[src/rtl/registro_datos_spi.sv]
// registro_datos_spi
// Dual-port register file shared between the SPI transfer engine (port 1)
// and the host/bus side (port 2). Synchronous writes, combinational reads,
// asynchronous clear, and a hold input that freezes every word.
module registro_datos_spi #(
    parameter int N          = 2,
    parameter int DATA_WIDTH = 32
) (
    input  logic                  clk_i,
    input  logic                  rst_i,
    input  logic                  wr1_i,
    input  logic                  wr2_i,
    input  logic                  hold_ctrl_i,
    input  logic [N-1:0]          addr_1_i,
    input  logic [N-1:0]          addr_2_i,
    input  logic [DATA_WIDTH-1:0] data_in1_i,
    input  logic [DATA_WIDTH-1:0] data_in2_i,
    output logic [DATA_WIDTH-1:0] data1_o,
    output logic [DATA_WIDTH-1:0] data2_o
);

    localparam int DEPTH = 2**N;

    logic [DATA_WIDTH-1:0] mem [DEPTH];

    // Per-word write strobes. Port 1 is the SPI side and owns a colliding
    // address, so port 2 is masked wherever port 1 is also writing.
    logic [DEPTH-1:0] we1;
    logic [DEPTH-1:0] we2;

    // Decode write enables into one-hot word strobes, gated by hold.
    always_comb begin
        we1 = '0;
        we2 = '0;
        if (!hold_ctrl_i) begin
            if (wr1_i) we1[addr_1_i] = 1'b1;
            if (wr2_i) we2[addr_2_i] = 1'b1;
        end
        we2 = we2 & ~we1;
    end

    // Storage: cleared asynchronously on reset, otherwise loaded per strobe.
    always_ff @(posedge clk_i or posedge rst_i) begin
        if (rst_i) begin
            for (int w = 0; w < DEPTH; w++) mem[w] <= '0;
        end else begin
            for (int w = 0; w < DEPTH; w++) begin
                if (we1[w])      mem[w] <= data_in1_i;
                else if (we2[w]) mem[w] <= data_in2_i;
            end
        end
    end

    // Combinational reads; the stored words are already zero during reset.
    always_comb begin
        data1_o = mem[addr_1_i];
        data2_o = mem[addr_2_i];
    end

endmodule

[config.mk]
export PLATFORM = sky130hd
export DESIGN_NAME = registro_datos_spi
export DESIGN_NICKNAME = d
export VERILOG_FILES = /design/src/rtl/registro_datos_spi.sv
export SDC_FILE = /design/constraint.sdc
export NUM_CORES = 1
export LEC_CHECK = 0
export CAP_MARGIN = 20
export CORE_ASPECT_RATIO = 0.5
export CORE_MARGIN = 2
export CORE_UTILIZATION = 53
export DETAILED_ROUTE_END_ITERATION = 16
export GPL_TIMING_DRIVEN = 0
export PLACE_DENSITY = 0.84
export SYNTH_ARGS = -nofsm -noshare
export SYNTH_HDL_FRONTEND = slang
export SYNTH_SLANG_ARGS = --single-unit
[constraint.sdc]
create_clock -name clk_i -period 6.1 [get_ports clk_i]
set_clock_uncertainty 0.05 [all_clocks]
set_input_delay 1.22 -clock clk_i [delete_from_list [all_inputs] [get_ports clk_i]]
set_output_delay 1.22 -clock clk_i [all_outputs]
set_load 0.05 [all_outputs]
==> flow_summary_export.csv, run 1 <==
group,metric,value,unit
setup_path,cp_slowest_cell,"clkdlybuf4s50_1",
synth,ys_warn_count,0,
place,io_buffers,131,
sta,min_period,4.547,ns
clocking,clk_pin_slew,0.06,ns
global_route,grt_max_degree,84,
setup_path,start_kind,"primary input",
sta,post-route-period-util,74.55,%
clocking,cts_buffers,17,
setup_path,path_max_fanout,10,
die,die_area,15270,um2
layout,nets,867,
synth,ys_types,19,
setup_path,cp-endpoint,"data2_o[22]",
synth,yosys.area.top_type,"dfrtp_1",
global_route,track_usage,30.01,%
power_and_ir_drop,peakVddDrop,0.0002306,V
clocking,cts_tree,"yes",
sta,hold_viol,0,
drt,drt_first_pass_iters,7,
drt,wl_per_cell,22.09,um
die,core,13740,um2
setup_path,max_stage_delay,0.81,ns
drt,routed_via_density,6.259,
sta,slew_headroom,46.38,%
synth,syn_nets,716,
hold_path,hold_class,"register to register",
layout,fillers,959,
die,start_util,54.95,%
place,placed_cells_incl_taps,967,
layout,drive_above_1_share,17.97,%
clocking,cts_resized,0,
setup_path,crit_start,"addr_2_i[1]",
die,placementRows,30,
drt,final_antenna_net_count,0,
global_route,grt_overflow,0,
setup_path,worstSetupPathType,"primary input to output port",
sta,rsz0062_at_grt,"false",
run_status,status,"completed",
place,routabilityCongestion,0.8217,
setup_path,required,4.83,ns
global_route,grt_pass1_wl,35.05,mm
layout,top_register,"mem",
clocking,root_buffer,"clkbuf_16",
synth,synth.top_cell.area_share,42.43,%
setup_path,worstPathArrival,3.28,ns
clocking,worstSkewPairLatency,0.42,ns
layout,diodes,0,
clocking,h-tree-depth,4,
drt,drt_wl_total,22.07,mm
drt,drt_iter0_drc,578,
drt,vias,6253,
sta,fmax,0.2199,GHz
layout,reg_top3,"mem (128)",
setup_path,crit_path_cell_trace,"buf_2 -> clkbuf_1 -> mux4_2 -> clkdlybuf4s50_1",
clocking,numClockSinks,128,
global_route,antenna_found_initial,0,
layout,instances_no_fill,999,
layout,area_delta_synth_final,28.92,%
power_and_ir_drop,power_density,356.6,nW/um2
die,die_w,172.8,um
synth,syn-instance-count,643,
layout,postLayoutCoreUtil,70.85,%
setup_path,r2r_cells,2,
synth,avgSynthCellArea,11.74,um2
die,die_h,88.40,um
sta,finalMaxSlewViolations,0,
die,pin_count,137,
synth,netlist_area,7550,um2
setup_path,end_kind,"output port",
place,hpwl,14.38,mm
power_and_ir_drop,p_leak,3.835,nW
synth,ys_seq_area_share,42.43,%
global_route,grt_pass1_vias,6554,
synth,synthTopCellsByArea,"dfrtp_1 42%, mux4_2 19%, mux2i_1 17%",
clocking,clk_path_buf_depth,2,
run,maxCapViolCount,0,
synth,synth-seq-cells,128,
sta,worst_slew_pin_slew,0.8042,ns
setup_path,r2r-end,"mem[118]",
clocking,cts_setup_buffers,0,
drt,remaining_drc_errors,0,
sta,setup_viol,0,
setup_path,reg2reg_from,"mem[118]",
setup_path,reg2reg_setup_slack,5.20,ns
clocking,cts_hold_buf,0,
layout,largest_register_ff_count,128,
==> logic make-up (layout without fill, tap and decap cells) <==
logic type | Yosys count | count (layout) | share of synthesized area [%]
AOI/OAI and AO/OA | 128 | 128 | 8.933
buffers and inverters | 59 | 223 | 4.690
DFF | 128 | 128 | 42.43
muxes | 192 | 192 | 36.06
and+or+nand+nor | 136 | 136 | 7.889
==> metrics by stage <==
| stage | cell area [um2] | power (mW) | hold WS [ns] | setup WS, ns | setup TNS, ns |
|---|---|---|---|---|---|
| 2_1_floorplan | 7550 | 2.014 | 0.4782 | 1.417 | 0 |
| 3_3_place_gp | 9101 | 2.378 | 0.4951 | -0.4056 | -51.06 |
| 3_5_place_dp | 9134 | 2.422 | 0.5159 | 1.613 | 0 |
| 4_1_cts | 9733 | 3.469 | 0.5304 | 1.567 | 0 |
| 5_1_grt | 9733 | 3.594 | 0.5703 | 1.524 | 0 |
| 6_report | 9733 | 3.471 | 0.5268 | 1.553 | 0 |
==> cell usage in the layout, fill, tap and decap left out <==
| cell type | instances |
|---|---|
| o21ai_0 | 64 |
| o21ai_1 | 23 |
| buf_6 | 11 |
| clkbuf_16 | 17 |
| buf_2 | 14 |
| clkbuf_2 | 2 |
| a21oi_1 | 32 |
| dfrtp_1 | 128 |
| nand2_1 | 96 |
| mux4_2 | 64 |
| mux2i_1 | 128 |
| clkinv_4 | 2 |
| nand4b_1 | 2 |
| bufinv_16 | 3 |
| and4bb_2 | 4 |
| o21ai_2 | 9 |
| clkinv_2 | 4 |
| clkbuf_1 | 24 |
| inv_6 | 1 |
| buf_16 | 1 |
| buf_1 | 2 |
| clkinvlp_4 | 1 |
| nor4b_4 | 2 |
| clkbuf_8 | 2 |
| clkdlybuf4s50_1 | 131 |
| nor2_1 | 32 |
| buf_4 | 8 |
==> worst min-delay path by stage <==
stage,from,to,cells after the start
2_1_floorplan,mem[104],mem[104],2
3_3_place_gp,mem[124],mem[124],2
3_5_place_dp,mem[98],mem[98],2
4_1_cts,mem[98],mem[98],2
5_1_grt,mem[45],mem[45],2
6_report,mem[119],mem[119],2
==> per-layer routing <==
metal,track usage (%),routed length [um],up-vias
met3,6.100,1610,46
li1,-,-,2676
met2,51.41,10860,302
met5,0,0,-
met1,39.32,9207,3229
met4,10.48,389,0
==> power breakdown <==
group / internal [mW] / switching [mW] / leakage [nW]
Clock: 0.663 / 0.382 / 0.294
Sequential: 1.04 / 0.148 / 1.54
Combinational: 0.526 / 0.714 / 2.00
Total: 2.23 / 1.24 / 3.83
==> cell usage after synthesis <==
cell type  number
nor2_1         32
nor4b_4         2
o21ai_2         9
buf_6          11
o21ai_1        23
a21oi_1        32
inv_1           1
buf_2          14
nand4b_1        2
nand2_1        96
buf_4           8
mux2i_1       128
buf_1           2
dfrtp_1       128
and4bb_2        4
clkbuf_2        2
clkbuf_1       21
o21ai_0        64
mux4_2         64
==> layout make-up <==
class	count	area, um2	area share, %
multi-input cells	456	3993	41.02
flip-flops and latches	128	3203	32.91
repair buffers	132	1339	13.75
clock buffers	22	464.2	4.769
plain buffers	58	350.3	3.599
well taps	192	240.2	2.468
clock inverters	10	135.1	1.388
inverters	1	8.758	0.08999
==> critical path, delay by kind of cell <==
kind                   cells  cell delay, ns
buffers and inverters      3            1.67
multiplexers               1            0.37
Power figures use the tool's default switching activity.
==> inputs of run 2 (changes only) <==
- clock period: 6.1 -> 4.6 ns (I/O delays scaled with it)
==> results of run 2 <==
Same layout as run 1 (identical final DEF). Status: completed.
Main changes from that run: setup slack after placement 1.613 ns -> 0.7132 ns; setup slack after layout 1.553 ns -> 0.6525 ns; register-to-register setup slack 5.20 ns -> 3.70 ns; total power 3.471 mW -> 4.603 mW; worst IR drop on VDD 0.0002306 V -> 0.0003058 V
